## src/rtl/serial_frame_arbiter.sv

```systemverilog
// Two-requester round-robin arbiter feeding one PISO shift register, MSB-first with a post-frame gap.
// Grant is combinational in IDLE (zero-cycle accept, first bit next cycle); requests wait while busy.
module serial_frame_arbiter #(
  parameter int WIDTH = 4,
  parameter int GAP   = 1
) (
  input  logic             clk_i,
  input  logic             clr_n_i,
  input  logic             req0_i,
  input  logic [WIDTH-1:0] data0_i,
  input  logic             req1_i,
  input  logic [WIDTH-1:0] data1_i,
  output logic             gnt0_o,
  output logic             gnt1_o,
  output logic             so_o,
  output logic             sv_o,
  output logic             done_o,
  output logic             busy_o
);

  localparam int BW = $clog2(WIDTH);
  localparam int GW = ($clog2(GAP + 1) > 1) ? $clog2(GAP + 1) : 1;
  localparam logic [BW-1:0] BIT_LAST = BW'(WIDTH - 1);
  localparam logic [GW-1:0] GAP_LAST = GW'((GAP > 0) ? GAP - 1 : 0);

  typedef enum logic [1:0] {
    S_IDLE  = 2'd0,
    S_SHIFT = 2'd1,
    S_GAP   = 2'd2
  } state_e;

  state_e           state_q, state_d;
  logic             ptr_q, ptr_d;
  logic [WIDTH-1:0] sreg_q, sreg_d;
  logic [BW-1:0]    bitcnt_q, bitcnt_d;
  logic [GW-1:0]    gapcnt_q, gapcnt_d;

  logic gnt0, gnt1, so, sv, done, busy;

  always_ff @(posedge clk_i or negedge clr_n_i) begin
    if (!clr_n_i) begin
      state_q  <= S_IDLE;
      ptr_q    <= 1'b0;
      sreg_q   <= '0;
      bitcnt_q <= '0;
      gapcnt_q <= '0;
    end else begin
      state_q  <= state_d;
      ptr_q    <= ptr_d;
      sreg_q   <= sreg_d;
      bitcnt_q <= bitcnt_d;
      gapcnt_q <= gapcnt_d;
    end
  end

  always_comb begin
    state_d  = state_q;
    ptr_d    = ptr_q;
    sreg_d   = sreg_q;
    bitcnt_d = bitcnt_q;
    gapcnt_d = gapcnt_q;
    gnt0     = 1'b0;
    gnt1     = 1'b0;
    so       = 1'b0;
    sv       = 1'b0;
    done     = 1'b0;
    busy     = 1'b0;

    case (state_q)
      S_IDLE: begin
        // Gating with clr_n keeps grants quiet while reset is held.
        if (clr_n_i) begin
          gnt0 = req0_i & (~req1_i | ~ptr_q);
          gnt1 = req1_i & (~req0_i |  ptr_q);
        end
        if (gnt0 || gnt1) begin
          sreg_d   = gnt0 ? data0_i : data1_i;
          bitcnt_d = '0;
          ptr_d    = gnt0;
          state_d  = S_SHIFT;
        end
      end

      S_SHIFT: begin
        so     = sreg_q[WIDTH-1];
        sv     = 1'b1;
        busy   = 1'b1;
        sreg_d = {sreg_q[WIDTH-2:0], 1'b0};
        if (bitcnt_q == BIT_LAST) begin
          done     = 1'b1;
          gapcnt_d = '0;
          state_d  = (GAP > 0) ? S_GAP : S_IDLE;
        end else begin
          bitcnt_d = bitcnt_q + 1'b1;
        end
      end

      S_GAP: begin
        busy = 1'b1;
        if (gapcnt_q == GAP_LAST) begin
          state_d = S_IDLE;
        end else begin
          gapcnt_d = gapcnt_q + 1'b1;
        end
      end

      default: begin
        state_d = S_IDLE;
      end
    endcase
  end

  assign gnt0_o = gnt0;
  assign gnt1_o = gnt1;
  assign so_o   = so;
  assign sv_o   = sv;
  assign done_o = done;
  assign busy_o = busy;

endmodule

```

## config.mk

```make
export PLATFORM = sky130hd
export DESIGN_NAME = serial_frame_arbiter
export DESIGN_NICKNAME = d
export VERILOG_FILES = /design/src/rtl/serial_frame_arbiter.sv
export SDC_FILE = /design/constraint.sdc
export NUM_CORES = 1
export LEC_CHECK = 0
export CAP_MARGIN = 15
export CORE_AREA = 2 2 39 41
export CTS_CLUSTER_DIAMETER = 50
export CTS_CLUSTER_SIZE = 14
export DETAILED_ROUTE_END_ITERATION = 10
export DIE_AREA = 0 0 41 43
export PLACE_DENSITY = 0.75
export SYNTH_ARGS = -nofsm -noshare
export SYNTH_HDL_FRONTEND = slang
export SYNTH_SLANG_ARGS = --single-unit
```

## constraint.sdc

```tcl
create_clock -name clk_i -period 3.6 [get_ports clk_i]
set_clock_uncertainty 0.15 [all_clocks]
set_input_delay 0.36 -clock clk_i [delete_from_list [all_inputs] [get_ports clk_i]]
set_output_delay 0.36 -clock clk_i [all_outputs]
set_load 0.01 [all_outputs]
```

==> results summary, run 1 <==
A synthesized cell averages 9.69 um^2. In the final layout, the share of cells above drive strength 1 is 0.100. TritonCTS built the clock tree. The clock slew seen by the registers of the worst setup and hold paths came out at 0.06 ns. The routed design has 1130 um of wire.

The number of cells after detailed placement came out at 92. The number of cell rows came out at 14. The chip width is 41 um. On the critical path, the stage with the largest delay is an instance of sky130_fd_sc_hd__clkdlybuf4s50_1. The filler cell count came out at 142.

The number of setup buffers added after CTS is 0. The aggregate negative setup slack came out at 0 ns. The internal reg-to-reg setup slack came out at 1.72 ns. The sum of met3 wire segment lengths after detailed routing came out at 98 um. The sum of met2 wire segment lengths after detailed routing is 442 um. The cell count after synthesis is 58.

Setup repair after global routing left no endpoint under its margin. The detailed-placement wirelength estimate is 807 um. The met1 layer wirelength in the final routing came out at 585 um. The number of vias after detailed routing came out at 481. The endpoint identified for the worst register-to-register timing path is state_q[0]$_DFFE_PN0P_. The number of iterations in the first detailed-routing pass came out at 4.

The min-delay analysis places its worst path in the category primary input to async pin. The via density per instance is 5.01. The summed area of non-filler cells in the final layout came out at 786 um^2. The highest achievable clock rate came out at 397 MHz.

The number of DRC violations after detailed routing came out at 0. The number of hold-slack violations in the final timing report is 0. The worst setup path is of the register to primary output kind. For this design the ratio of total power to cell area is 805 nW/um^2. In the finished design, the share of the clock period the worst path needs comes to 0.699. The Yosys warning count came out at 0. The number of distinct library cell variants in the gate-level netlist after synthesis came out at 21. The count of pins on the block boundary came out at 18. The sum of buffers and inverters on the critical path came out at 3. The floorplan step defined a die boundary enclosing 1760 um^2.

The global-route wire length before repair is 1760 um. The number of gates resized after CTS was 0. Total power for the finished layout comes to 0.632 mW. The worst register-to-register path begins at state_q[1]$_DFFE_PN0P_. The flow ran to the end, and the final reports show no timing, DRC or antenna violations. In this design, the critical path's most frequently occurring cell is sky130_fd_sc_hd__inv_1. The cell family contributing the most delay on the critical path is buffers and inverters. The count of inserted antenna diode cells is 0. The setup-violating endpoint count in the final report is 0.

The register area share after synthesis came out at 0.401. The initial antenna violation count is 0. The number of input and output port buffers inserted came out at 17. The total number of nets in the final design is 97. The number of clock sinks seen by CTS is 9. The max-slew violation total from the final report was 0.

The worst pin sits at a relative slew slack of 0.750. The effective utilization at floorplan is 0.406. The buffer levels on the longest clock path came out at 2.

The count of hold buffers inserted by post-cts repair came out at 0. The worst-margin pin slew came out at 0.367 ns. The tree is rooted in a sky130_fd_sc_hd__clkbuf_4. The tool flagged a number of max-cap violations equal to 0.

The arrival time reported for the critical path endpoint is 2.01 ns. The floorplan core area came out at 1380 um^2. The count of H-tree levels built during CTS came out at 1. The final RePlAce weighted congestion is 0.667. The peak ir drop on the vdd network is 0.460 mV.

The area of the mapped netlist is 562 um^2. The maximum fanout count along the critical path is 7. The number of cells traversed by the worst register-to-register path is 5.

The latest clock arrival within the worst-skew pair came out at 0.26 ns. After detailed placement, the total cell area comes to 759 um^2. STA classifies the critical path startpoint as a register. For this run, the total global-route usage over all layers was measured as 0.150. The post-route worst hold slack is 0.243 ns. The via count of the first global-routing pass came out at 431. Across the whole layout, storage elements account for 225 um^2. STA puts the critical path data required time at 3.09 ns. The synthesized netlist net count came out at 74.

After the flow finishes, the layout carries non-filler instances totaling 96. In the final routed layout, each cell accounts on average for 11.7 um. In this run the static leakage power is 0.359 nW. Relative to the synthesized area, the layout overhead comes to 39.9%. Routed signal wires occupy layers up through met3.

The maximum number of pins on one net before global-route repair came out at 14. The minimum clock period is 2.52 ns. The number of register bits inferred by synthesis is 9.

STA classifies the critical path endpoint as a primary output. The total congestion overflow is 0. The total CTS buffers is 3. Traced cell by cell, the critical path runs through inv_1, ha_1, inv_1, nor2_1, clkdlybuf4s50_1. The first-iteration detailed-routing DRC count is 10. The longest individual stage delay on the worst path came out at 0.54 ns. The y dimension of the die is 43 um. The number of nets still failing antenna checks after routing is 0. The multi-input combinational cells in the finished layout cover a total of 307 um^2.
==> metrics by stage <==
step                 util  setup WS (ns)
floorplan               -           1.83
finish              0.568           1.08
global placement    0.549           1.16
CTS                 0.568           1.09
global route        0.568          0.958
detailed placement  0.549           1.13
==> metal layers <==
metal,global-route usage,vias up
met5,0,-
met4,0.0800,0
met3,0.0314,0
met2,0.203,18
met1,0.216,211
li1,-,252
==> synthesized netlist by cell type <==
| master | instances | share of area |
|---|---|---|
| sky130_fd_sc_hd__nand4b_1 | 1 | 0.016 |
| sky130_fd_sc_hd__nand2_1 | 5 | 0.033 |
| sky130_fd_sc_hd__and2_1 | 1 | 0.011 |
| sky130_fd_sc_hd__mux2i_4 | 1 | 0.040 |
| sky130_fd_sc_hd__mux2i_1 | 3 | 0.053 |
| sky130_fd_sc_hd__mux2_2 | 1 | 0.020 |
| sky130_fd_sc_hd__nor2_4 | 1 | 0.020 |
| sky130_fd_sc_hd__mux2_1 | 1 | 0.020 |
| sky130_fd_sc_hd__inv_1 | 8 | 0.053 |
| sky130_fd_sc_hd__nand2b_2 | 1 | 0.016 |
| sky130_fd_sc_hd__a22o_1 | 1 | 0.016 |
| sky130_fd_sc_hd__ha_1 | 4 | 0.089 |
| sky130_fd_sc_hd__nor2_1 | 2 | 0.013 |
| sky130_fd_sc_hd__nand3_1 | 5 | 0.045 |
| sky130_fd_sc_hd__o21a_1 | 1 | 0.013 |
| sky130_fd_sc_hd__a221oi_1 | 3 | 0.047 |
| sky130_fd_sc_hd__a21oi_1 | 3 | 0.027 |
| sky130_fd_sc_hd__nor3_1 | 4 | 0.036 |
| sky130_fd_sc_hd__a22oi_1 | 1 | 0.013 |
| sky130_fd_sc_hd__o21ai_0 | 2 | 0.018 |
| sky130_fd_sc_hd__dfrtp_1 | 9 | 0.40 |
==> worst max path at each step <==
stage                                      start                      to  slack [ns]  cells after the start
after floorplan           state_q[1]$_DFFE_PN0P_  state_q[0]$_DFFE_PN0P_        1.83                      5
after global placement                   clr_n_i                  gnt0_o        1.16                      5
after detailed placement                 clr_n_i                  gnt0_o        1.13                      5
after CTS                 state_q[1]$_DFFE_PN0P_                    so_o        1.09                      5
after global routing      state_q[1]$_DFFE_PN0P_                    so_o        0.96                      5
final                     state_q[1]$_DFFE_PN0P_                    so_o        1.08                      5
==> layout make-up <==
class / instances / share of cell area
Clock buffer: 4 / 0.0334
Timing Repair Buffer: 18 / 0.226
Tap cell: 16 / 0.0255
Multi-Input combinational cell: 41 / 0.390
Sequential cell: 9 / 0.287
Inverter: 8 / 0.0382
==> where the power goes <==
part	switching (mW)	internal [mW]	total, mW
Sequential	0.0296	0.151	0.181
Combinational	0.193	0.179	0.372
Clock	0.0366	0.0428	0.0794
Total	0.259	0.373	0.632
==> logic make-up after synthesis <==
kind of cell,synth area share
AND/OR/NAND/NOR,0.189
buffers and inverters,0.0535
adder cells (fa/ha/maj),0.0891
multiplexers,0.134
flip-flops,0.401
AO/OA/AOI/OAI,0.134
==> state kept, by name, summed over array words and instances (netlist names) <==
register,count
sreg_q,4
bitcnt_q,2
state_q,2
ptr_q,1
==> cells in the final DEF, fill, tap and decap left out <==
master | synthesis | layout
sky130_fd_sc_hd__nand3_1 | 5 | 5
sky130_fd_sc_hd__o21a_1 | 1 | 1
sky130_fd_sc_hd__clkdlybuf4s50_1 | 0 | 17
sky130_fd_sc_hd__a22o_1 | 1 | 1
sky130_fd_sc_hd__nand2_1 | 5 | 5
sky130_fd_sc_hd__mux2_2 | 1 | 1
sky130_fd_sc_hd__a22oi_1 | 1 | 1
sky130_fd_sc_hd__a21oi_1 | 3 | 3
sky130_fd_sc_hd__buf_4 | 0 | 1
sky130_fd_sc_hd__a221oi_1 | 3 | 3
sky130_fd_sc_hd__o21ai_0 | 2 | 2
sky130_fd_sc_hd__inv_1 | 8 | 8
sky130_fd_sc_hd__mux2i_4 | 1 | 1
sky130_fd_sc_hd__clkbuf_4 | 0 | 3
sky130_fd_sc_hd__ha_1 | 4 | 4
sky130_fd_sc_hd__clkbuf_1 | 0 | 1
sky130_fd_sc_hd__nand4b_1 | 1 | 1
sky130_fd_sc_hd__nand2b_2 | 1 | 1
sky130_fd_sc_hd__nor3_1 | 4 | 4
sky130_fd_sc_hd__and2_1 | 1 | 1
sky130_fd_sc_hd__mux2i_1 | 3 | 3
sky130_fd_sc_hd__mux2_1 | 1 | 1
sky130_fd_sc_hd__nor2_1 | 2 | 2
sky130_fd_sc_hd__dfrtp_1 | 9 | 9
sky130_fd_sc_hd__nor2_4 | 1 | 1
(Power assumes the default switching activity.)
==> run 2, diff against run 1 <==
Settings changed: CORE_AREA 2 2 39 41 to not set, CORE_MARGIN set to 2, CORE_UTILIZATION set to 39, DIE_AREA 0 0 41 43 to not set, PLACE_DENSITY 0.75 to 0.73.
Clock period 3.6 ns to 2.2 ns, I/O delays scaled along.
==> run 2 against run 1 <==
  * Non-clock buffer count is 3 higher
  * Sequential power rose by 67%
  * Sequential cell count stayed put
  * Critical endpoint unchanged
  * Largest power group unchanged
  * Highest routed layer is now met4
==> results summary, run 2 (same netlist as run 1, synthesis figures left out) <==
The number of iterations in the first detailed-routing pass is 4 (unchanged). The register bank with the most flops is sreg_q (unchanged). The CTS tree is yes (unchanged).

The via count of the first global-routing pass is 512 (was 431). The count of inserted antenna diode cells came to 0 (unchanged). The total congestion overflow is 0 (unchanged). The detailed-placement wirelength estimate is 883 um (was 807 um). The average wire per cell in the routed design came out at 11.9 um (was 11.7 um). The class of the tightest hold or removal check is primary input to async pin (unchanged). The clock slew seen by the registers of the worst setup and hold paths is 0.06 ns (about the same). The initial antenna violation count is 0 (unchanged). The summed area of non-filler cells in the final layout came out at 835 um^2 (was 786 um^2). The total number of nets in the final design is 100 (was 97). The floorplan core area is 1320 um^2 (was 1380 um^2). The final RePlAce weighted congestion came out at 0.707 (was 0.667). The critical path required time is 1.83 ns (was 3.09 ns). The number of clock sinks seen by CTS came out at 9 (unchanged). The y dimension of the die is 42.0 um (was 43 um).

The count of pins on the block boundary is 18 (unchanged). The maximum fanout count along the critical path was 5 (was 7). The peak ir drop on the vdd network is 0.734 mV (was 0.460 mV). The first-iteration detailed-routing DRC count came to 13 (was 10).

Highest-count cells in the layout ignoring fill and taps: sky130_fd_sc_hd__clkdlybuf4s50_1, sky130_fd_sc_hd__dfrtp_1, sky130_fd_sc_hd__inv_1 (unchanged). Largest registers: sreg_q x4, bitcnt_q x2, state_q x2 (unchanged). The power per unit of standard cell area is 1350 nW/um^2 (was 805 nW/um^2). The max-slew violation total from the final report is 0 (unchanged). The latest clock arrival within the worst-skew pair is 0.25 ns (was 0.26 ns).

The flip-flop count of the largest register after layout came out at 4 (unchanged). The arrival time reported for the critical path endpoint is 1.72 ns (was 2.01 ns). The max-capacitance violation count was 0 (unchanged).

The worst-margin pin slew was 0.374 ns (was 0.367 ns). The minimum clock period is 2.09 ns. The chip width is 42.0 um (was 41 um). The via density per instance is 5.12 (was 5.01). The final critical-path share of the clock period came out at 0.948. The number of hold-slack violations in the final timing report came out at 0 (unchanged). The wire length after detailed routing came out at 1170 um (was 1130 um). The longest individual stage delay on the worst path came out at 0.54 ns (about the same). The setup-violating endpoint count in the final report is 0 (unchanged). The root buffer cell is sky130_fd_sc_hd__clkbuf_4 (unchanged). The overall die area was 1760 um^2 (about the same). The area of placed instances is 781 um^2 (was 759 um^2).

Run status: complete, no violations (unchanged). The area growth from synthesis to layout is 48.6% (was 39.9%). The number of DRC violations after detailed routing was 0 (unchanged). The count of H-tree levels built during CTS is 1 (unchanged).

The element type at the critical path start is a register (unchanged). The category of the critical setup timing path is register to primary output (unchanged). The highest achievable clock rate is 479 MHz. Setup repair after global routing missed its margin: no (unchanged). The global routing usage summed across all routing layers came out at 0.153 (was 0.150). The most frequent standard cell in the layout excluding fill and tap cells is sky130_fd_sc_hd__clkdlybuf4s50_1 (unchanged). The post-route worst hold slack is 0.205 ns (was 0.243 ns). The final cell utilization of the core came out at 0.633 (was 0.568). The global-route wire length before repair is 2100 um (was 1760 um).

The endpoint type of the worst setup path is a primary output (unchanged). The maximum number of pins on one net before global-route repair is 11 (was 14). The number of cell rows is 13 (was 14).

The leakage power figure is 0.392 nW (was 0.359 nW). The cell type of the slowest stage on the worst timing path is sky130_fd_sc_hd__clkdlybuf4s50_1 (unchanged). The buffer levels on the longest clock path is 2 (unchanged).

The number of input and output port buffers inserted is 17 (unchanged). The number of nets still failing antenna checks after routing is 0 (unchanged). The effective utilization at floorplan came out at 0.426 (was 0.406).

The filler cell count came to 113 (was 142). Cell chain of the critical path: inv_1, ha_4, inv_1, nor2_1, clkdlybuf4s50_1 (was inv_1, ha_1, inv_1, nor2_1, clkdlybuf4s50_1). The share of cells above drive strength 1 came out at 0.157 (was 0.100). The number of vias after detailed routing came out at 502 (was 481).

The total CTS buffers is 3 (unchanged). The headroom to the max-slew limit is 0.746 (was 0.750). The internal reg-to-reg setup slack came out at 0.41 ns (was 1.72 ns). The most numerous cell on the critical path is sky130_fd_sc_hd__inv_1 (unchanged). The number of setup buffers added after CTS came out at 0 (unchanged).
## run 2: cell types whose count changed in the layout (fill, tap and decap cells not counted)
| cell | delta |
|---|---|
| sky130_fd_sc_hd__clkdlybuf4s50_1 | -1 |
| sky130_fd_sc_hd__dlymetal6s2s_1 | +1 |
| sky130_fd_sc_hd__ha_1 | -2 |
| sky130_fd_sc_hd__ha_4 | +2 |
| sky130_fd_sc_hd__buf_4 | +3 |
## run 2: cell type report
| type | count | area [um^2] | area share |
|---|---|---|---|
| multi-input cells | 41 | 332 | 0.397 |
| flip-flops and latches | 9 | 225 | 0.270 |
| repair buffers | 21 | 203 | 0.243 |
| inverters | 8 | 30.0 | 0.0360 |
| clock buffers | 4 | 26.3 | 0.0315 |
| well taps | 15 | 18.8 | 0.0225 |
## run 2: stage by stage
step | power [mW] | TNS [ns] | setup slack, ns | cells
floorplan | 0.712 | 0 | 0.430 | 58
global placement | 0.930 | 0 | 0.287 | 94
detailed placement | 0.948 | 0 | 0.252 | 94
CTS | 1.08 | -0.0730 | -0.0308 | 98
global route | 1.23 | 0 | 0.0158 | 98
finish | 1.13 | 0 | 0.114 | 98
## run 2: metal layers
layer  GRT usage  share of wire
met5           0              0
met4      0.0387         0.0068
met3      0.0522          0.073
met2       0.247           0.45
met1       0.195           0.47
## run 2: worst paths after layout
kind	startpoint	end	cells after the start
max in group asynchronous	clr_n_i	state_q[1]$_DFFE_PN0P_	2
min in group clk_i	sreg_q[0]$_DFFE_PN0P_	sreg_q[0]$_DFFE_PN0P_	1
worst max-delay path	state_q[1]$_DFFE_PN0P_	so_o	5
worst min register to register	sreg_q[0]$_DFFE_PN0P_	sreg_q[0]$_DFFE_PN0P_	1
worst max register to register	state_q[1]$_DFFE_PN0P_	state_q[0]$_DFFE_PN0P_	6
worst min-delay path	clr_n_i	sreg_q[1]$_DFFE_PN0P_	2
## run 2: critical path: cells and delay by family, from the launching register on
family	cells	cell delay, ns
buffers and inverters	3	0.77
adders and majority gates	1	0.22
DFF	1	0.38
and+or+nand+nor	1	0.09
## run 2: timing repair
action	in CTS	in global routing
endpoints found under the setup margin	3	5
gates resized for setup	0	5
hold buffers	0	0
## run 2: power by group
group / switching, mW / internal [mW] / total, mW
registers: 0.0547 / 0.247 / 0.302
logic: 0.339 / 0.359 / 0.698
clock network: 0.0564 / 0.0698 / 0.126
